File: src/rtl/hazard_stall_ctrl_if.sv
// Purpose: groups the ID/EX/MEM hazard-relevant pipeline fields and the
//          pipeline gating controls that pass between the datapath and the
//          hazard/stall controller.
// Signals:
//   id_rs, id_rt, id_uses_rs, id_uses_rt    register operands of the instruction in ID
//   id_is_branch, id_is_jump, id_branch_taken  control-transfer info from ID
//   ex_regwrite, ex_memread, ex_waddr        ID/EX destination info
//   mem_regwrite, mem_memread, mem_waddr     EX/MEM destination info
//   pc_write, if_id_write                    register enables (1 = may update)
//   if_id_flush, id_ex_flush                 NOP / bubble insertion requests
// Modports: master = pipeline side, slave = hazard/stall controller.
interface hazard_stall_ctrl_if;
    logic [4:0] id_rs;
    logic [4:0] id_rt;
    logic       id_uses_rs;
    logic       id_uses_rt;
    logic       id_is_branch;
    logic       id_is_jump;
    logic       id_branch_taken;
    logic       ex_regwrite;
    logic       ex_memread;
    logic [4:0] ex_waddr;
    logic       mem_regwrite;
    logic       mem_memread;
    logic [4:0] mem_waddr;
    logic       pc_write;
    logic       if_id_write;
    logic       if_id_flush;
    logic       id_ex_flush;

    modport master (
        output id_rs, id_rt, id_uses_rs, id_uses_rt,
        output id_is_branch, id_is_jump, id_branch_taken,
        output ex_regwrite, ex_memread, ex_waddr,
        output mem_regwrite, mem_memread, mem_waddr,
        input  pc_write, if_id_write, if_id_flush, id_ex_flush
    );

    modport slave (
        input  id_rs, id_rt, id_uses_rs, id_uses_rt,
        input  id_is_branch, id_is_jump, id_branch_taken,
        input  ex_regwrite, ex_memread, ex_waddr,
        input  mem_regwrite, mem_memread, mem_waddr,
        output pc_write, if_id_write, if_id_flush, id_ex_flush
    );
endinterface

File: src/rtl/hazard_stall_ctrl.sv
// Purpose: hazard/stall controller for the 5-stage pipeline. Detects load-use
//          and ID-resolved branch/jr dependencies that forwarding cannot cover,
//          runs a 1- or 2-cycle stall countdown, flushes IF/ID on taken control
//          transfers, and keeps saturating stall/flush event counters.
// Ports:
//   clk        rising-edge clock
//   rst_n      synchronous active-low reset
//   hz         pipeline hazard bus (slave side): ID/EX/MEM fields in,
//              pc_write / if_id_write / if_id_flush / id_ex_flush out
//              (combinational from state and inputs)
//   stall_cnt  stalling cycles since reset, saturating
//   flush_cnt  IF/ID flush cycles since reset, saturating
module hazard_stall_ctrl #(
    parameter int unsigned CNT_W = 32
) (
    input  logic              clk,
    input  logic              rst_n,
    hazard_stall_ctrl_if.slave hz,
    output logic [CNT_W-1:0]  stall_cnt,
    output logic [CNT_W-1:0]  flush_cnt
);

    localparam int unsigned REG_W = 5;
    localparam int unsigned LEN_W = 2;

    typedef enum logic [1:0] {
        ST_IDLE   = 2'd0,
        ST_STALL2 = 2'd1,
        ST_STALL1 = 2'd2
    } state_e;

    state_e             state_q, state_d;
    logic [CNT_W-1:0]   stall_cnt_q, stall_cnt_d;
    logic [CNT_W-1:0]   flush_cnt_q, flush_cnt_d;

    logic               m_ex_c, m_mem_c;
    logic [LEN_W-1:0]   len_c;
    logic               stalling_c;
    logic               active_stall_c;
    logic               flush_c;

    // Producer match: a live, non-$0 destination that the ID instruction reads
    always_comb begin
        m_ex_c  = hz.ex_regwrite & (hz.ex_waddr != REG_W'(0)) &
                  ((hz.id_uses_rs & (hz.ex_waddr == hz.id_rs)) |
                   (hz.id_uses_rt & (hz.ex_waddr == hz.id_rt)));
        m_mem_c = hz.mem_regwrite & (hz.mem_waddr != REG_W'(0)) &
                  ((hz.id_uses_rs & (hz.mem_waddr == hz.id_rs)) |
                   (hz.id_uses_rt & (hz.mem_waddr == hz.id_rt)));
    end

    // Required stall length; branches in ID need operands one stage earlier
    always_comb begin
        len_c = LEN_W'(0);
        if (hz.id_is_branch) begin
            if (hz.ex_memread & m_ex_c) begin
                len_c = LEN_W'(2);
            end else if ((~hz.ex_memread & m_ex_c) | (hz.mem_memread & m_mem_c)) begin
                len_c = LEN_W'(1);
            end
        end else if (hz.ex_memread & m_ex_c) begin
            len_c = LEN_W'(1);
        end
    end

    // Countdown FSM next-state and stall qualifier
    always_comb begin
        state_d    = state_q;
        stalling_c = 1'b0;
        unique case (state_q)
            ST_IDLE: begin
                if (len_c == LEN_W'(2)) begin
                    state_d    = ST_STALL2;
                    stalling_c = 1'b1;
                end else if (len_c == LEN_W'(1)) begin
                    state_d    = ST_STALL1;
                    stalling_c = 1'b1;
                end
            end
            ST_STALL2: begin
                state_d    = ST_STALL1;
                stalling_c = 1'b1;
            end
            ST_STALL1: begin
                state_d    = ST_IDLE;
                stalling_c = 1'b1;
            end
            default: begin
                state_d = ST_IDLE;
            end
        endcase
    end

    // Pipeline gating; reset forces free-running flow, stall beats flush
    always_comb begin
        active_stall_c = rst_n & stalling_c;
        flush_c        = rst_n & ~stalling_c &
                         (hz.id_is_jump | (hz.id_is_branch & hz.id_branch_taken));
    end

    assign hz.pc_write    = ~active_stall_c;
    assign hz.if_id_write = ~active_stall_c;
    assign hz.id_ex_flush = active_stall_c;
    assign hz.if_id_flush = flush_c;

    // Saturating event counters
    always_comb begin
        stall_cnt_d = stall_cnt_q;
        flush_cnt_d = flush_cnt_q;
        if (active_stall_c && (stall_cnt_q != {CNT_W{1'b1}})) begin
            stall_cnt_d = stall_cnt_q + CNT_W'(1);
        end
        if (flush_c && (flush_cnt_q != {CNT_W{1'b1}})) begin
            flush_cnt_d = flush_cnt_q + CNT_W'(1);
        end
    end

    // State and counter registers, synchronous reset
    always_ff @(posedge clk) begin
        if (!rst_n) begin
            state_q     <= ST_IDLE;
            stall_cnt_q <= '0;
            flush_cnt_q <= '0;
        end else begin
            state_q     <= state_d;
            stall_cnt_q <= stall_cnt_d;
            flush_cnt_q <= flush_cnt_d;
        end
    end

    assign stall_cnt = stall_cnt_q;
    assign flush_cnt = flush_cnt_q;

endmodule

File: src/flat_wrapper.sv
// flat-port wrapper written by rule: the top's interface ports become plain ports
module hazard_stall_ctrl_flat 
#(
    parameter int unsigned CNT_W = 32
)
  (clk, rst_n, stall_cnt, flush_cnt, hz_id_rs, hz_id_rt, hz_id_uses_rs, hz_id_uses_rt, hz_id_is_branch, hz_id_is_jump, hz_id_branch_taken, hz_ex_regwrite, hz_ex_memread, hz_ex_waddr, hz_mem_regwrite, hz_mem_memread, hz_mem_waddr, hz_pc_write, hz_if_id_write, hz_if_id_flush, hz_id_ex_flush);
  hazard_stall_ctrl_if hz_i ();
  input  logic clk;
  input  logic rst_n;
  output logic [CNT_W-1:0] stall_cnt;
  output logic [CNT_W-1:0] flush_cnt;
  input wire logic [$bits(hz_i.id_rs)-1:0] hz_id_rs;
  input wire logic [$bits(hz_i.id_rt)-1:0] hz_id_rt;
  input wire logic [$bits(hz_i.id_uses_rs)-1:0] hz_id_uses_rs;
  input wire logic [$bits(hz_i.id_uses_rt)-1:0] hz_id_uses_rt;
  input wire logic [$bits(hz_i.id_is_branch)-1:0] hz_id_is_branch;
  input wire logic [$bits(hz_i.id_is_jump)-1:0] hz_id_is_jump;
  input wire logic [$bits(hz_i.id_branch_taken)-1:0] hz_id_branch_taken;
  input wire logic [$bits(hz_i.ex_regwrite)-1:0] hz_ex_regwrite;
  input wire logic [$bits(hz_i.ex_memread)-1:0] hz_ex_memread;
  input wire logic [$bits(hz_i.ex_waddr)-1:0] hz_ex_waddr;
  input wire logic [$bits(hz_i.mem_regwrite)-1:0] hz_mem_regwrite;
  input wire logic [$bits(hz_i.mem_memread)-1:0] hz_mem_memread;
  input wire logic [$bits(hz_i.mem_waddr)-1:0] hz_mem_waddr;
  output wire logic [$bits(hz_i.pc_write)-1:0] hz_pc_write;
  output wire logic [$bits(hz_i.if_id_write)-1:0] hz_if_id_write;
  output wire logic [$bits(hz_i.if_id_flush)-1:0] hz_if_id_flush;
  output wire logic [$bits(hz_i.id_ex_flush)-1:0] hz_id_ex_flush;
  assign hz_i.id_rs = hz_id_rs;
  assign hz_i.id_rt = hz_id_rt;
  assign hz_i.id_uses_rs = hz_id_uses_rs;
  assign hz_i.id_uses_rt = hz_id_uses_rt;
  assign hz_i.id_is_branch = hz_id_is_branch;
  assign hz_i.id_is_jump = hz_id_is_jump;
  assign hz_i.id_branch_taken = hz_id_branch_taken;
  assign hz_i.ex_regwrite = hz_ex_regwrite;
  assign hz_i.ex_memread = hz_ex_memread;
  assign hz_i.ex_waddr = hz_ex_waddr;
  assign hz_i.mem_regwrite = hz_mem_regwrite;
  assign hz_i.mem_memread = hz_mem_memread;
  assign hz_i.mem_waddr = hz_mem_waddr;
  assign hz_pc_write = hz_i.pc_write;
  assign hz_if_id_write = hz_i.if_id_write;
  assign hz_if_id_flush = hz_i.if_id_flush;
  assign hz_id_ex_flush = hz_i.id_ex_flush;
  hazard_stall_ctrl #(.CNT_W(CNT_W)) u_core (.clk(clk), .rst_n(rst_n), .hz(hz_i), .stall_cnt(stall_cnt), .flush_cnt(flush_cnt));
endmodule
File: config.mk
export PLATFORM = sky130hd
export DESIGN_NAME = hazard_stall_ctrl_flat
export DESIGN_NICKNAME = d
export VERILOG_FILES = /design/src/rtl/hazard_stall_ctrl_if.sv /design/src/rtl/hazard_stall_ctrl.sv /design/src/flat_wrapper.sv
export SDC_FILE = /design/constraint.sdc
export NUM_CORES = 1
export LEC_CHECK = 0
export ABC_AREA = 0
export CAP_MARGIN = 20
export CORE_MARGIN = 2
export CORE_UTILIZATION = 49
export DETAILED_ROUTE_END_ITERATION = 7
export PLACE_DENSITY = 0.9
export SETUP_SLACK_MARGIN = 0.05
export SLEW_MARGIN = 15
export SYNTH_ARGS = -nofsm -noshare
export SYNTH_HDL_FRONTEND = slang
export SYNTH_SLANG_ARGS = --single-unit
File: constraint.sdc
create_clock -name clk -period 5.2 [get_ports clk]
set_input_delay 1.04 -clock clk [delete_from_list [all_inputs] [get_ports clk]]
set_output_delay 1.04 -clock clk [all_outputs]
set_load 0.05 [all_outputs]
==> impl_metrics.toml, run 1 <==
[pwr]
ir_drop_v = 0.000156
p_per_area_nw_per_um2 = 229
leakage_nw = 1.78

[final_layout]
final-instance-count-excl-fill = 658
final_util = 0.672
final_design_area_no_fill_sq_um = 5140
synthToLayoutAreaGrowth_pct = 34.7
drive_above_1_share = 0.0576
antenna-diode-count = 0
fin_nets = 589

[route]
drc = 0
wl_per_cell_um = 16.3
wl_met2_um = 5030
wl_um = 10700
maxUsedRoutingLayer = "met4"
wl_met3_um = 865
vias = 3976
drt-pass1-iter-count = 5
viasPerCell = 6.04
drt_iter0_markers = 315
met1_length_um = 4540
ant_nets = 0

[synth]
synth-edff-count = 0
synthArstFlopShare = 0
ys_seq_elements = 66
syn_inst = 459
synth_area_sq_um = 3810
synthFlopType = "dfxtp_1"
yosysWarnings = 0
syn-num-nets = 496
ys_types = 47
postSynthAreaPerCell_sq_um = 8.31
ys_seq_area_frac = 0.346

[global_routing]
grt_usage = 0.249
overflow = 0
grt_max_degree = 39
antenna_found_initial = 0
grt_pass1_vias = 3775
grt_pass1_wl_um = 17400

[placement]
io_buffers = 98
dp.cells = 643
finalWeightedCongestion = 0.838
post_dp_cell_area_sq_um = 4910
dp_hpwl_um = 7570

[cts]
cts_buffers = 9
clock-sinks = 66
cts_setup_buffers = 0
clock_path_buffers = 2
cts_resized = 0
path_clk_slew_ns = 0.07
insertion_delay_ns = 0.34
htree_levels = 3
cts_root_buffer = "clkbuf_8"
cts_tree = "built"
ctsHoldBuffers = 0

[timing]
hold_violations = 0
slew_headroom = 0.364
max_freq_ghz = 0.203
fin_skew_ns = 0.00569
grt_setup_unrepaired = "no"
report.final.slew_viol_count = 0
post-route-period-util = 0.948
final-setup-viol-count = 0
period_minus_slack_ns = 4.93
worst_pin_slew_ns = 0.952
hold_ws_ns = 0.505
fin_tns_setup_ns = 0

[critical_path]
worstSetupEndpointType = "primary output"
startpoint_type = "input port"
required_ns = 4.16
critical_path_class = "in2out"
path_max_fanout = 6
arrival_ns = 3.89

[floorplan]
pin_count = 99
rows = 32
core_area_sq_um = 7650
fp.dieW_um = 92.2
die_h_um = 92.2
start_util = 0.499
dieArea_sq_um = 8500

[worst_hold_path]
hold_path_class = "reg2reg"

[flow_run]
cap_violations = 0

[outcome]
outcome = "completed"
## logic make-up after synthesis
family / after synthesis / share of synthesized area
mux: 22 / 0.0577
fa+ha+maj: 6 / 0.0197
xor+xnor: 26 / 0.0597
flops: 66 / 0.346
simple gates: 215 / 0.330
buf+inv: 35 / 0.0371
compound gates: 89 / 0.149
## stage by stage
stage	power, mW	setup slack (ns)
4_1_cts	1.18	0.249
6_report	1.17	0.269
3_5_place_dp	0.701	0.260
2_1_floorplan	0.624	0.496
5_1_grt	1.21	0.0933
3_3_place_gp	0.695	0.368
## final cells by class
cell class                 instances  area, sq um
inverter                          12         45.0
timing repair buffer             105         1070
multi-input combinational        358         2360
fill                             604         2510
tap                              102          128
sequential                        66         1320
clock buffer                      13          159
clock inverter                     2         60.1
## Yosys cell counts (3+ instances only)
| cell type | instances | area [sq um] |
|---|---|---|
| dfxtp_1 | 66 | 1320 |
| nand2_1 | 53 | 199 |
| a21oi_1 | 34 | 170 |
| or4_1 | 28 | 210 |
| nand3_1 | 23 | 115 |
| mux2i_1 | 22 | 220 |
| o31ai_1 | 21 | 158 |
| nand4_1 | 20 | 125 |
| nand2b_1 | 19 | 119 |
| xor2_1 | 19 | 166 |
| clkbuf_1 | 17 | 63.8 |
| and3_1 | 14 | 87.6 |
| inv_1 | 12 | 45.0 |
| nor4_1 | 12 | 75.1 |
| or3_1 | 11 | 68.8 |
| nor2_1 | 10 | 37.5 |
| o21ai_0 | 10 | 50.1 |
| and4_1 | 7 | 61.3 |
| xnor2_1 | 7 | 61.3 |
| ha_1 | 6 | 75.1 |
| buf_2 | 5 | 25.0 |
| nor3_1 | 4 | 20.0 |
| o2111ai_1 | 4 | 35.0 |
| o211ai_1 | 4 | 30.0 |
| a31oi_1 | 3 | 18.8 |
| nor3b_1 | 3 | 22.5 |
| o311ai_0 | 3 | 26.3 |
| o41ai_1 | 3 | 26.3 |
## flip-flops by register name, summed over array words and instances (netlist names)
name,cells
u_core.stall_cnt,32
u_core.state_q,2
u_core.flush_cnt,32
## path summary, 6_finish.rpt
check / start / to / slack (ns) / cells after the start
hold / removal: u_core.stall_cnt[23] / u_core.stall_cnt[23] / 0.50 / 2
hold reg to reg: u_core.stall_cnt[23] / u_core.stall_cnt[23] / 0.50 / 2
setup / recovery: hz_ex_waddr[0] / hz_id_ex_flush / 0.27 / 11
setup reg to reg: u_core.state_q[0] / u_core.flush_cnt[20] / 2.43 / 7
## metal layers
metal | up-vias | global-route usage
met4 | 0 | 0.114
li1 | 1930 | -
met2 | 181 | 0.415
met5 | - | 0
met3 | 21 | 0.0534
met1 | 1844 | 0.307
## report_power, final
| group | leakage (nW) | switching [mW] | internal (mW) |
|---|---|---|---|
| clock | 0.110 | 0.189 | 0.294 |
| sequential | 0.532 | 0.00760 | 0.513 |
| combinational | 1.14 | 0.0974 | 0.0727 |
## worst max-delay path, cell delays in order
cell and delay (ns):
clkdlybuf4s50_1 0.48, xor2_1 0.20, nor4_1 0.27, and3_1 0.19, o221ai_1 0.16, mux2i_1 0.16, ha_1 0.33, nor2b_1 0.09
o211ai_1 0.60, inv_1 0.18, buf_12 0.20
## layout by cell type, fill, tap and decap left out, types with 10 or more instances in the layout
cell type | synthesis | layout
a21oi_1 | 34 | 34
nand2_1 | 53 | 53
dfxtp_1 | 66 | 66
nand3_1 | 23 | 23
or4_1 | 28 | 28
inv_1 | 12 | 12
and3_1 | 14 | 14
nor2_1 | 10 | 10
clkdlybuf4s50_1 | 0 | 93
clkbuf_8 | 0 | 11
o31ai_1 | 21 | 21
mux2i_1 | 22 | 22
nor4_1 | 12 | 12
o21ai_0 | 10 | 10
xor2_1 | 19 | 19
nand4_1 | 20 | 20
nand2b_1 | 19 | 19
or3_1 | 11 | 11
Power figures use the tool's default switching activity.
==> inputs of run 2 (changes only) <==
--- a/config.mk
+++ b/config.mk
@@ -8,9 +8,10 @@
 export ABC_AREA = 0
 export CAP_MARGIN = 20
 export CORE_MARGIN = 2
-export CORE_UTILIZATION = 49
+export CORE_UTILIZATION = 45
 export DETAILED_ROUTE_END_ITERATION = 7
-export PLACE_DENSITY = 0.9
+export GPL_TIMING_DRIVEN = 0
+export PLACE_DENSITY = 0.88
 export SETUP_SLACK_MARGIN = 0.05
 export SLEW_MARGIN = 15
 export SYNTH_ARGS = -nofsm -noshare
==> constraint.sdc (replaced) <==
create_clock -name clk -period 4.3 [get_ports clk]
set_input_delay 0.86 -clock clk [delete_from_list [all_inputs] [get_ports clk]]
set_output_delay 0.86 -clock clk [all_outputs]
set_load 0.05 [all_outputs]
==> run 2 against run 1 <==
Global-route usage rose by 0.93 points. Register-to-register slack got worse by 0.93 ns. Cell count is 3.5% higher. Die area rose by 8.5%. Largest cell class unchanged. Highest routed layer unchanged.
==> impl_metrics.toml, run 2 (same netlist as run 1, synthesis figures left out) <==
[pwr]
clock_power_share = 0.387
total_power_mw = 1.36
internal-power_uw = 991
leakage_nw = 1.93
p_per_area_nw_per_um2 = 260
combPwrFrac = 0.149
seqPwrFrac = 0.464
switching_share = 0.270
power.switching_uw = 367
ir_drop_v = 0.000187

[final_layout]
final_common_cell = "clkdlybuf4s50_1"
seqCellArea_sq_um = 1320
final-instance-count-excl-fill = 681
antenna-diode-count = 0
final.fill_count = 690
drive_above_1_share = 0.0799
multiInputGateArea_sq_um = 2400
fin_nets = 610
layout_common_cells = "clkdlybuf4s50_1, dfxtp_1, nand2_1"
synthToLayoutAreaGrowth_pct = 37.0

[critical_path]
cp_slowest_cell = "clkdlybuf4s50_1"
worstSetupEndpointType = "primary output"
required_ns = 3.44
startpoint_type = "input port"
arrival_ns = 3.44
path_buf_inv = 4
critPathMaxStageDelay_ns = 0.47
critical-path-top-delay-family = "buffers and inverters"
endpoint = "hz_pc_write"
reg2reg_slack_ns = 1.50
ff2ff_path_depth = 10
rr_endpoint = "u_core.flush_cnt[17]"
rr_startpoint = "u_core.state_q[0]"
crit_chain = "clkdlybuf4s50_1 -> xor2_1 -> nor4_1 -> nand3_1 -> a21oi_2 -> mux2i_1 -> ha_1 -> nor2b_2 -> o211ai_1 -> buf_4 -> buf_4 -> buf_4"
path_max_fanout = 4
critPathLaunch = "hz_id_rt[2]"
critPathMostFrequentCell = "buf_4"
cp_num_cells = 12
critical_path_class = "in2out"

[floorplan]
fp.dieW_um = 96.1
core_area_sq_um = 8220
pin_count = 99
rows = 33
start_util = 0.464
die_h_um = 96.1
dieArea_sq_um = 9230

[timing]
final-setup-viol-count = 0
post-route-period-util = 1.00
fin_skew_ns = 0.00983
hold_ws_ns = 0.499
worst_pin_slew_ns = 1.08
report.final.slew_viol_count = 0
period_minus_slack_ns = 4.30
hold_violations = 0
max_freq_ghz = 0.233
slew_headroom = 0.280

[route]
wl_per_cell_um = 17.1
drt-pass1-iter-count = 5
drc = 0
drt_iter0_markers = 272
ant_nets = 0
viasPerCell = 6.15
wl_um = 11600
vias = 4185

[global_routing]
overflow = 0
antenna_found_initial = 0
grt_pass1_vias = 3993
grt_max_degree = 11
grt_pass1_wl_um = 18800
grt_usage = 0.258

[cts]
clock-sinks = 66
insertion_delay_ns = 0.35
htree_levels = 3
cts_root_buffer = "clkbuf_8"
path_clk_slew_ns = 0.07
cts_tree = "built"
clock_path_buffers = 2
cts_buffers = 9

[placement]
dp.cells = 661
dp_hpwl_um = 8380
io_buffers = 97
finalWeightedCongestion = 0.902

[worst_hold_path]
hold_path_class = "reg2reg"

[outcome]
outcome = "completed"

[flow_run]
cap_violations = 0
==> run 2: cell count changes in the layout (fill, tap and decap cells not counted), sizes merged, moves of 2 or more <==
cell,before,now
clkdlybuf4s50,93,76
dlymetal6s2s,0,15
clkbuf,13,27
buf,12,17
clkinv,0,2
dlygate4sd2,0,2
==> run 2: layer usage <==
metal  up-vias  wire length (um)  GRT usage
li1       1974                 -          -
met1      1971              4730      0.320
met2       218              5840      0.439
met3        22               852     0.0540
met4         0               198     0.0964
met5         -                 0          0
==> run 2: area by class of cell <==
cell class | instances | area share
inverter | 12 | 0.00862
clock buffer | 11 | 0.0290
sequential | 66 | 0.253
clock inverter | 3 | 0.00766
timing repair buffer | 103 | 0.199
tap | 105 | 0.0251
multi-input combinational | 358 | 0.458
buffer | 23 | 0.0194
==> run 2: worst min path at each step <==
| stage | start | endpoint | slack [ns] | cells past startpoint |
|---|---|---|---|---|
| 2_1_floorplan | u_core.state_q[0] | u_core.state_q[0] | 0.47 | 2 |
| 3_3_place_gp | u_core.flush_cnt[7] | u_core.flush_cnt[7] | 0.47 | 2 |
| 3_5_place_dp | u_core.flush_cnt[2] | u_core.flush_cnt[2] | 0.49 | 1 |
| 4_1_cts | u_core.flush_cnt[7] | u_core.flush_cnt[7] | 0.50 | 2 |
| 5_1_grt | u_core.stall_cnt[23] | u_core.stall_cnt[23] | 0.52 | 2 |
| 6_report | u_core.flush_cnt[2] | u_core.flush_cnt[2] | 0.50 | 1 |
==> run 2: per-stage QoR <==
stage	cell area [sq um]	util	setup WS, ns	setup TNS (ns)
2_1_floorplan	3810	-	0.138	0
3_3_place_gp	4920	0.598	-0.975	-7.71
3_5_place_dp	4920	0.598	-1.02	-9.33
4_1_cts	5160	0.628	0.0700	0
5_1_grt	5230	0.636	-0.0628	-0.160
6_report	5230	0.636	0.00157	0
==> run 2: what timing repair did <==
action	4_1_cts	5_1_grt
resized for setup	31	22
gates cloned	0	0
setup endpoints to repair	6	25
buffers inserted	5	1
hold buffers	0	0
pin swaps	6	10
==> run 2: power groups by stage <==
stage                     clock network, mW  logic (mW)  registers [mW]
after floorplan                           0      0.0871           0.667
after global placement                    0       0.185           0.643
after detailed placement                  0       0.192           0.644
after CTS                             0.530       0.198           0.630
after global routing                  0.555       0.215           0.632
final                                 0.525       0.203           0.630
==> inputs of run 3 (changes only) <==
--- a/config.mk
+++ b/config.mk
@@ -7,7 +7,7 @@
 export LEC_CHECK = 0
 export ABC_AREA = 0
 export CAP_MARGIN = 20
-export CORE_MARGIN = 2
+export CORE_MARGIN = 4
 export CORE_UTILIZATION = 45
 export DETAILED_ROUTE_END_ITERATION = 7
 export GPL_TIMING_DRIVEN = 0
==> run 3 against run 2 <==
Via count is 0.48% lower. Worst setup slack better by 0.11 ns. Worst hold slack better by 0.0086 ns. Global-route usage is 2.8 points lower.
==> impl_metrics.toml, run 3 (same netlist as run 1, synthesis figures left out) <==
[floorplan]
die_h_um = 100
core_area_sq_um = 8220
fp.dieW_um = 100
rows = 33
start_util = 0.464
pin_count = 99
dieArea_sq_um = 10000

[timing]
worst_pin_slew_ns = 0.992
fin_skew_ns = 0.0146
hold_violations = 0
max_freq_ghz = 0.239
slew_headroom = 0.335
grt_setup_unrepaired = "no"
period_minus_slack_ns = 4.19
report.final.slew_viol_count = 0
post-route-period-util = 0.974
final-setup-viol-count = 0

[critical_path]
startpoint_type = "input port"
rr_startpoint = "u_core.state_q[0]"
critPathLaunch = "hz_mem_waddr[3]"
path_max_fanout = 4
worstSetupEndpointType = "primary output"
arrival_ns = 3.33
critical_path_class = "in2out"
required_ns = 3.44

[cts]
path_clk_slew_ns = 0.08
cts_root_buffer = "clkbuf_8"
cts_tree = "built"
htree_levels = 3
clock_path_buffers = 2
cts_buffers = 9
ctsHoldBuffers = 0
insertion_delay_ns = 0.35
clock-sinks = 66

[route]
viasPerCell = 6.10
maxUsedRoutingLayer = "met4"
wl_met2_um = 5890
wl_per_cell_um = 17.4
vias = 4165
drt_iter0_markers = 294
wl_um = 11900
wl_met3_um = 799
drt-pass1-iter-count = 5
ant_nets = 0
met1_length_um = 4980
drc = 0

[global_routing]
antenna_found_initial = 0
grt_max_degree = 14
grt_usage = 0.230
grt_pass1_vias = 3996
overflow = 0
grt_pass1_wl_um = 18900

[final_layout]
final.fill_count = 656
seqCellArea_sq_um = 1320
synthToLayoutAreaGrowth_pct = 38.6
antenna-diode-count = 0
drive_above_1_share = 0.0848
final_common_cell = "clkdlybuf4s50_1"
final_util = 0.643
layout_common_cells = "clkdlybuf4s50_1, dfxtp_1, nand2_1"
multiInputGateArea_sq_um = 2420
fin_nets = 610

[worst_hold_path]
worstHoldStart = "u_core.stall_cnt[9]"
hold_path_class = "reg2reg"

[pwr]
leakage_nw = 1.91
ir_drop_v = 0.000194
total_power_mw = 1.44
p_per_area_nw_per_um2 = 272

[placement]
dp_hpwl_um = 8440
finalWeightedCongestion = 0.939
io_buffers = 97

[outcome]
outcome = "completed"

[flow_run]
cap_violations = 0
run 3: cell types whose count changed in the layout (fill, tap and decap cells not counted), sizes merged:
| cell | change |
|---|---|
| buf | -2 |
| clkinvlp | +2 |
| clkdlybuf4s50 | +2 |
| bufinv | +1 |
| inv | +1 |
| dlymetal6s2s | -5 |
| dlygate4sd2 | +3 |
run 3: per-layer routing:
metal | global-route usage | up-vias
met5 | 0 | -
met2 | 0.386 | 164
met4 | 0.0788 | 0
li1 | - | 1971
met3 | 0.0473 | 20
met1 | 0.296 | 2010
run 3: worst paths after layout:
| kind | endpoint | cells past startpoint | slack, ns |
|---|---|---|---|
| max | hz_pc_write | 11 | 0.11 |
| max reg2reg | u_core.flush_cnt[17] | 10 | 1.58 |
| min | u_core.stall_cnt[9] | 2 | 0.51 |
| min reg2reg | u_core.stall_cnt[9] | 2 | 0.51 |
run 3: area by class of cell:
cell class / instances / area share
Inverter: 12 / 0.00852
Timing Repair Buffer: 103 / 0.195
Clock inverter: 7 / 0.0192
Clock buffer: 9 / 0.0234
Buffer: 23 / 0.0213
Multi-Input combinational cell: 358 / 0.457
Tap cell: 105 / 0.0249
Sequential cell: 66 / 0.250
run 3: report_power, final:
group | total, mW | internal, mW | switching [mW]
Clock | 0.601 | 0.330 | 0.271
Sequential | 0.630 | 0.620 | 0.0103
Combinational | 0.205 | 0.0827 | 0.123
run 3: critical path, cell delays in order:
cell	delay [ns]
clkdlybuf4s50_1	0.48
or4_4	0.54
o2111ai_2	0.20
a21oi_2	0.05
mux2i_1	0.14
ha_1	0.28
nor2b_2	0.16
o211ai_1	0.15
clkbuf_8	0.20
buf_4	0.13
buf_6	0.14
run 3: stage by stage:
stage	setup TNS [ns]	hold slack [ns]	cell area [sq um]	worst slack, ns	instances
6_report	0	0.508	5290	0.110	683
5_1_grt	0	0.525	5290	0.00156	683
4_1_cts	0	0.503	5190	0.0246	680
3_5_place_dp	-10.54	0.493	4920	-1.02	661
3_3_place_gp	-7.91	0.478	4920	-0.970	661
2_1_floorplan	0	0.466	3810	0.138	459
run 3: what timing repair did:
item / in CTS / in global routing
resized for setup: 38 / 22
pin swaps: 6 / 9
endpoints found under the setup margin: 13 / 25
setup buffers: 3 / 3
hold endpoints to repair: 0 / 0
